`src/rtl/stream_pkg.sv`:
```
// rtl/stream_pkg.sv - shared types and sizing for the result-word UART streamer
package stream_pkg;

    typedef enum logic [1:0] {IDLE, START, DATA, STOP} tx_state_t;

    localparam int DEF_DATA_W     = 40;
    localparam int BYTES_PER_WORD = DEF_DATA_W / 8;

    function automatic int bytes_per_word(input int data_w);
        return data_w / 8;
    endfunction

endpackage

```
`src/rtl/sync_fifo.sv`:
```
// rtl/sync_fifo.sv - single-clock show-ahead FIFO with occupancy count
module sync_fifo #(
    parameter int WIDTH = 40,
    parameter int DEPTH = 8
) (
    input  logic                     clk,
    input  logic                     rst,
    input  logic                     push,
    input  logic                     pop,
    input  logic [WIDTH-1:0]         din,
    output logic [WIDTH-1:0]         dout,
    output logic                     full,
    output logic                     empty,
    output logic [$clog2(DEPTH):0]   count
);

    localparam int AW = $clog2(DEPTH);

    logic [WIDTH-1:0] mem_q [DEPTH];
    logic [AW-1:0]    wr_ptr_q, rd_ptr_q;
    logic [AW:0]      count_q;
    logic             do_push, do_pop;

    assign full    = (count_q == (AW+1)'(DEPTH));
    assign empty   = (count_q == '0);
    assign count   = count_q;
    assign dout    = mem_q[rd_ptr_q];
    assign do_pop  = pop & ~empty;
    // A write into a full FIFO is legal only when the head leaves in the same cycle.
    assign do_push = push & (~full | do_pop);

    always_ff @(posedge clk) begin
        if (do_push) begin
            mem_q[wr_ptr_q] <= din;
        end
    end

    always_ff @(posedge clk) begin
        if (rst) begin
            wr_ptr_q <= '0;
            rd_ptr_q <= '0;
            count_q  <= '0;
        end else begin
            if (do_push) wr_ptr_q <= wr_ptr_q + AW'(1);
            if (do_pop)  rd_ptr_q <= rd_ptr_q + AW'(1);
            case ({do_push, do_pop})
                2'b10:   count_q <= count_q + (AW+1)'(1);
                2'b01:   count_q <= count_q - (AW+1)'(1);
                default: count_q <= count_q;
            endcase
        end
    end

endmodule

```
`src/rtl/data_uart_streamer.sv`:
```
// rtl/data_uart_streamer.sv - captures processor result words and sends them MSB byte first over UART 8N1
module data_uart_streamer
    import stream_pkg::*;
#(
    parameter int DATA_W       = 40,
    parameter int FIFO_DEPTH   = 8,
    parameter int CLKS_PER_BIT = 434
) (
    input  logic                           clk,
    input  logic                           rst,
    input  logic [DATA_W-1:0]              data,
    input  logic                           enable,
    output logic                           tx,
    output logic                           busy,
    output logic                           overflow,
    output logic [$clog2(FIFO_DEPTH):0]    fifo_count
);

    localparam int NBYTES = bytes_per_word(DATA_W);
    localparam int BW     = (CLKS_PER_BIT > 1) ? $clog2(CLKS_PER_BIT) : 1;
    localparam int YW     = (NBYTES > 1) ? $clog2(NBYTES) : 1;

    tx_state_t         state_q, state_d;
    logic [BW-1:0]     baud_q, baud_d;
    logic [2:0]        bit_idx_q, bit_idx_d;
    logic [YW-1:0]     byte_idx_q, byte_idx_d;
    logic [DATA_W-1:0] shift_q, shift_d;
    logic              tx_q, tx_d;
    logic              overflow_q;
    logic [7:0]        cur_byte_d;
    logic              fifo_full, fifo_empty, fifo_push, fifo_pop, bit_end;
    logic [DATA_W-1:0] fifo_dout;

    assign fifo_pop  = (state_q == IDLE) & ~fifo_empty;
    assign fifo_push = enable & (~fifo_full | fifo_pop);
    assign bit_end   = (baud_q == BW'(CLKS_PER_BIT - 1));

    sync_fifo #(.WIDTH(DATA_W), .DEPTH(FIFO_DEPTH)) u_fifo (
        .clk   (clk),
        .rst   (rst),
        .push  (fifo_push),
        .pop   (fifo_pop),
        .din   (data),
        .dout  (fifo_dout),
        .full  (fifo_full),
        .empty (fifo_empty),
        .count (fifo_count)
    );

    always_comb begin
        state_d    = state_q;
        baud_d     = baud_q + BW'(1);
        bit_idx_d  = bit_idx_q;
        byte_idx_d = byte_idx_q;
        shift_d    = shift_q;
        case (state_q)
            IDLE: begin
                baud_d = '0;
                if (!fifo_empty) begin
                    shift_d    = fifo_dout;
                    byte_idx_d = '0;
                    state_d    = START;
                end
            end
            START: begin
                if (bit_end) begin
                    baud_d    = '0;
                    bit_idx_d = '0;
                    state_d   = DATA;
                end
            end
            DATA: begin
                if (bit_end) begin
                    baud_d = '0;
                    if (bit_idx_q == 3'd7) state_d = STOP;
                    else                   bit_idx_d = bit_idx_q + 3'd1;
                end
            end
            STOP: begin
                if (bit_end) begin
                    baud_d = '0;
                    if (byte_idx_q != YW'(NBYTES - 1)) begin
                        byte_idx_d = byte_idx_q + YW'(1);
                        shift_d    = shift_q << 8;
                        state_d    = START;
                    end else begin
                        state_d = IDLE;
                    end
                end
            end
            default: state_d = IDLE;
        endcase

        // tx is registered from next-state values so the line changes together with the state.
        cur_byte_d = shift_d[DATA_W-1 -: 8];
        case (state_d)
            START:   tx_d = 1'b0;
            DATA:    tx_d = cur_byte_d[bit_idx_d];
            default: tx_d = 1'b1;
        endcase
    end

    always_ff @(posedge clk) begin
        if (rst) begin
            state_q    <= IDLE;
            baud_q     <= '0;
            bit_idx_q  <= '0;
            byte_idx_q <= '0;
            shift_q    <= '0;
            tx_q       <= 1'b1;
            overflow_q <= 1'b0;
        end else begin
            state_q    <= state_d;
            baud_q     <= baud_d;
            bit_idx_q  <= bit_idx_d;
            byte_idx_q <= byte_idx_d;
            shift_q    <= shift_d;
            tx_q       <= tx_d;
            overflow_q <= overflow_q | (enable & fifo_full & ~fifo_pop);
        end
    end

    assign tx       = tx_q;
    assign overflow = overflow_q;
    assign busy     = (state_q != IDLE) | (fifo_count != '0);

endmodule

```
`config.mk`:
```
export PLATFORM = sky130hd
export DESIGN_NAME = data_uart_streamer
export DESIGN_NICKNAME = d
export VERILOG_FILES = /design/src/rtl/stream_pkg.sv /design/src/rtl/sync_fifo.sv /design/src/rtl/data_uart_streamer.sv
export SDC_FILE = /design/constraint.sdc
export NUM_CORES = 1
export LEC_CHECK = 0
export ABC_AREA = 1
export BUFFER_PORTS_ARGS = -buffer_cell sky130_fd_sc_hd__buf_2
export CORE_UTILIZATION = 55
export DETAILED_ROUTE_END_ITERATION = 8
export PLACE_DENSITY = 0.72
export SYNTH_ARGS = -nofsm -noshare
export SYNTH_HDL_FRONTEND = slang
export SYNTH_SLANG_ARGS = --single-unit
```
`constraint.sdc`:
```
create_clock -name clk -period 3.6 [get_ports clk]
set_input_delay 0.18 -clock clk [delete_from_list [all_inputs] [get_ports clk]]
set_output_delay 0.18 -clock clk [all_outputs]
set_load 0.02 [all_outputs]
```
# Word level (Yosys, flattened, before mapping)
# Memory sizes are Yosys's and may differ from the RTL's. A register that Yosys moved wholly into a read port is not among the register bits.
# Cells that the tools add are included.
# totals
ram_bits,320
register_bits,69
elab_cells,84
memories,1
# memory_table
memory,words,word_bits,rd,rd_clocked_by_memory_dff,write_ports,line,rtl
u_fifo.mem_q,8,40,1,1,1,sync_fifo.sv:19,logic [WIDTH-1:0] mem_q [DEPTH];
# classes
n_bitwise,13
mux,29
n_lt_le_gt_ge,1
n_reduce_logical,8
addsub,7
n_eq_ne,14
# op_table
operator,n
40-bit two-way mux,3
40-bit one-hot mux with 2 select lines,1
3-bit two-way mux,8
9-bit one-hot mux with 2 select lines,1
3-bit by 1-bit adder with 3-bit output (second input constant),4
3-bit one-hot mux with 2 select lines,2
2-bit two-way mux,5
9-bit by 1-bit adder with 9-bit output (second input constant),1
9-bit == test (second input constant),1
9-bit two-way mux,1
2-bit == test (second input constant),4
2-bit one-hot mux with 4 select lines,1
4-bit one-hot mux with 2 select lines,1
1-bit bitwise AND,6
2-bit by 1-bit == test with 1-bit output (second input constant),3
2-bit != test (second input constant),3
2-bit nonzero test,3
4-bit by 1-bit adder with 4-bit output (second input constant),1
4-bit == test (second input constant),1
4-bit logical NOT,1
3-bit by 4-bit less-than comparator with 1-bit output (second input constant),1
1-bit two-way mux,4
1-bit OR,4
4-bit AND reduction,1
other kinds (9),11

# Depth between registers and ports, before layout
# logic_depth
word_depth,8
ltp_mapped,18
depth_no_buf,18

# Modules after synthesis
# Synthesis repeated with hierarchy kept, for this count alone.
# hier_totals
cells_unflattened,1363
area_unflattened_um2,16279.4
# by_module_without_submodules
module,seq_area_each_um2,instances,cells_each,area_each_um2
sync_fifo,9869.5,1,910,13190.2
data_uart_streamer,1181.1,1,453,3089.2

# Least setup slack after synthesis
# OpenSTA, ideal clock, no wires.
# synth_timing
kind,register -> register
startpoint,register state_q[0]
endpoint,"memory u_fifo.mem_q[0][0], enable pin"
arrival_ns,2.758
required_time_ns,3.163
stages_incl_launch_ff,9
path_slack_ns,0.404
n_path_buf,0
period_less_slack_ns,3.196
cell_sequence,dfxtp_1 > inv_1 > ha_1 > inv_1 > nand4_1 > nand2_1 > inv_1 > nand2_1 > nor2_1
# synth_via
elab_chain_cells,7
# synth_lines
element,line,rtl
"start, declared",data_uart_streamer.sv:23,"tx_state_t state_q, state_d;"
"start signal, assigned",data_uart_streamer.sv:113,state_q <= state_d;
2-bit logical NOT *,data_uart_streamer.sv:34,assign fifo_pop = (state_q == IDLE) & ~fifo_empty;
1-bit bitwise AND *,data_uart_streamer.sv:34,
1-bit OR / 1-bit bitwise AND (equally long branches),"data_uart_streamer.sv:35, sync_fifo.sv:28",
1-bit bitwise AND / 1-bit OR (equally long branches),"data_uart_streamer.sv:35, sync_fifo.sv:30",
1-bit bitwise AND *,sync_fifo.sv:30,assign do_push = push & (~full | do_pop);
1-bit two-way mux *,sync_fifo.sv:33,if (do_push) begin
1-bit two-way mux (implied by the code) *,sync_fifo.sv:34,mem_q[wr_ptr_q] <= din;
"end, declared",sync_fifo.sv:19,
# Every way passes the cells marked *; elsewhere a longest branch is shown, timed or not.

# Worst setup path after layout
# layout_timing
startpoint,register state_q[0]
endpoint,"memory u_fifo.mem_q[4][27], enable pin"
# Same word-level chain as after synthesis.

==> impl_metrics.ini <==
[die]
core_area_mm2 = 0.0288
dieWidth_um = 173
die_y_um = 173
die_area_mm2 = 0.0300
row_count = 62
start_util_pct = 56.0
io_pins = 50

[power]
p_leak_nw = 6.63
powerDensity_mw_per_mm2 = 717
power.total_w = 0.0133
vdd_ir_drop_max_v = 0.000495

[synthesis]
ys_ff_latch = 392
netlist_area_mm2 = 0.0161
postSynthAreaPerCell_um2 = 11.0
yosysSeqAreaShare_pct = 68.5
yosys_warnings = 0
syn_inst = 1463
yosysUniqueCellTypes = 38
yosys.area.top_type = edfxtp_1
synth.area.top_cells = edfxtp_1, dfxtp_1, nand2_1
synth.net_count = 1521
yosysTopAreaCellShare_pct = 59.6

[routing]
wl_met2_um = 18000
routed-via-count = 11100
vias_per_cell = 5.71
drtPass1Iterations = 5
maxUsedRoutingLayer = met4
routed_wl_um = 36600
wl_per_cell_um = 18.8
drc_errors = 0
drt_iter0_drc = 1011
drt-met1-wl_um = 15400
final_antenna_net_count = 0
dr_wl_met3_um = 2350

[job]
drv_cap = 0

[grt]
grt_start_max_net_pins = 161
grt_pass1_vias = 10900
grt_pass1_wl_um = 58400
grt_antenna_before_repair = 0
track_usage_pct = 24.6
gr-total-overflow = 0

[clock_network]
htreeDepth = 2
cts_resized = 0
clk_latency_ns = 0.53
cts_tree = built
cts_hold_buf = 40
clock_sinks = 392
root_buffer = clkbuf_16
cts_buffer_depth = 3
cts_buffers = 41
cts_setup_buffers = 0
clk_pin_slew_worst_paths_ns = 0.06

[timing]
rsz0062_at_grt = no
setup_viol_count_final = 0
finClkSkew_ns = 0.0199
worstMarginPinSlew_ns = 1.06
hold_viol_final = 0
slew_violations = 0
period_minus_slack_ns = 2.67
period_share_pct = 74.1
max_slew_margin_pct = 29.6
fin_ws_ns = 0.934
maxClockFrequency_ghz = 0.375
finalSetupTns_ns = 0

[setup_path]
r2r_start = state_q[0]
crit_type = register to register
end_kind = register
reg2reg_depth = 9
worst_setup_path_start_kind = register
arrival_ns = 2.90
crit_chain = inv_1 > ha_1 > inv_1 > nand4_1 > nand2_1 > inv_1 > nand2_1 > nor2_4 > buf_4
reg2reg_setup_slack_ns = 0.93
crit_slowest_cell = nor2_4
cp.required_ns = 3.83
crit_top_cell = inv_1
critPathMaxFanout = 16
r2r-end = u_fifo.mem_q[4][27]
critPathMaxStageDelay_ns = 0.58

[finish]
drive_gt1_share_pct = 10.2
area_delta_synth_final_pct = 15.3
fin_util_pct = 64.6
final_nets = 1592
diodes = 0

[hold_path]
holdPathEnd = overflow
whs_path_depth = 4
holdCritPathClass = input port to register
min-delay-start = enable

[status]
outcome = complete, no violations

[place]
gp_congestion = 0.901
preCtsSetupSlack_ns = 0.939
numPortBuffers = 49
place_hpwl_um = 20500
==> routing by layer <==
metal	vias to the layer above	GRT usage, %
li1	5277	-
met1	5390	33.6
met2	404	41.5
met3	56	3.14
met4	0	7.37
met5	-	0
==> cell usage after synthesis, drive strengths merged <==
library cell  number
nand4              4
buf               44
a211oi             1
a21oi             54
inv               88
nor3               4
edfxtp           320
o22ai             29
o21a               1
a31o               1
nand2            285
or2                1
o21ai            170
xor2               5
nand3b             1
o221ai            36
nand3             91
nor2             180
clkbuf            39
clkinv             3
xnor2              3
nor3b              1
and2               1
ha                15
dfxtp             72
o21bai             1
o211ai            13
==> logic make-up after synthesis <==
group | count (synthesis) | synth area share (%)
AO/OA/AOI/OAI | 306 | 10.9
XOR/XNOR | 8 | 0.435
adder cells (fa/ha/maj) | 15 | 1.16
buffers and inverters | 174 | 4.56
flip-flops | 392 | 68.5
AND/OR/NAND/NOR | 568 | 14.5
==> report_power, final <==
| group | switching (W) | total (W) | internal [W] |
|---|---|---|---|
| clock network | 0.00168 | 0.00425 | 0.00257 |
| registers | 0.000186 | 0.00543 | 0.00525 |
| logic | 0.00258 | 0.00365 | 0.00107 |
==> registers in the layout, summed over array words and instances (netlist names), 3 cells and up, named ones only <==
signal	flops
u_fifo.mem_q	320
byte_idx_q	3
u_fifo.wr_ptr_q	3
u_fifo.count	4
u_fifo.rd_ptr_q	3
shift_q	40
baud_q	9
bit_idx_q	3
==> through the flow <==
stage               hold WS (ns)  cells  instance area, µm²
detailed placement         0.453   1835               16800
global placement           0.449   1835               16800
global route              0.0274   1947               18600
CTS                      0.00686   1947               18600
finish                    0.0186   1947               18600
floorplan                  0.260   1463               16100
==> how the worst max path moves through the flow <==
stage                    start                   to  slack [ns]  cells past startpoint
finish              state_q[0]  u_fifo.mem_q[4][27]        0.93                      9
detailed placement  state_q[0]   u_fifo.mem_q[4][1]        0.94                      9
global placement    state_q[0]  u_fifo.mem_q[4][22]        1.07                      9
global route        state_q[0]           shift_q[6]        0.76                      9
floorplan           state_q[0]   u_fifo.mem_q[0][0]        0.40                      8
CTS                 state_q[0]  u_fifo.mem_q[4][27]        0.92                      9
==> cell usage in the layout (no fill, tap or decap), types with 8 or more instances in the layout <==
cell / count
nor2_4: 10
clkbuf_16: 42
buf_4: 11
nand2_1: 282
o21ai_1: 19
inv_1: 81
o21ai_0: 151
clkbuf_1: 10
edfxtp_1: 320
o22ai_1: 29
o221ai_1: 36
ha_1: 15
dfxtp_1: 70
o211ai_1: 13
a21oi_1: 54
nor2_1: 165
nand3_1: 91
dlygate4sd3_1: 40
buf_12: 11
clkinv_1: 8
buf_2: 49
==> critical path, delay by kind of cell, from the launching register on <==
family / cells / cell delay [ns]
buffers and inverters: 4 / 0.67
AND/OR/NAND/NOR: 4 / 1.15
flip-flops: 1 / 0.34
adder cells (fa/ha/maj): 1 / 0.19
==> area by class of cell <==
type / instances / area, µm²
repair buffers: 111 / 948
clock inverters: 20 / 260
inverters: 91 / 349
fillers: 2131 / 10200
well taps: 384 / 480
multi-input cells: 897 / 4410
clock buffers: 52 / 1090
flip-flops and latches: 392 / 11100
No activity file was read; power rests on OpenSTA's default activity.
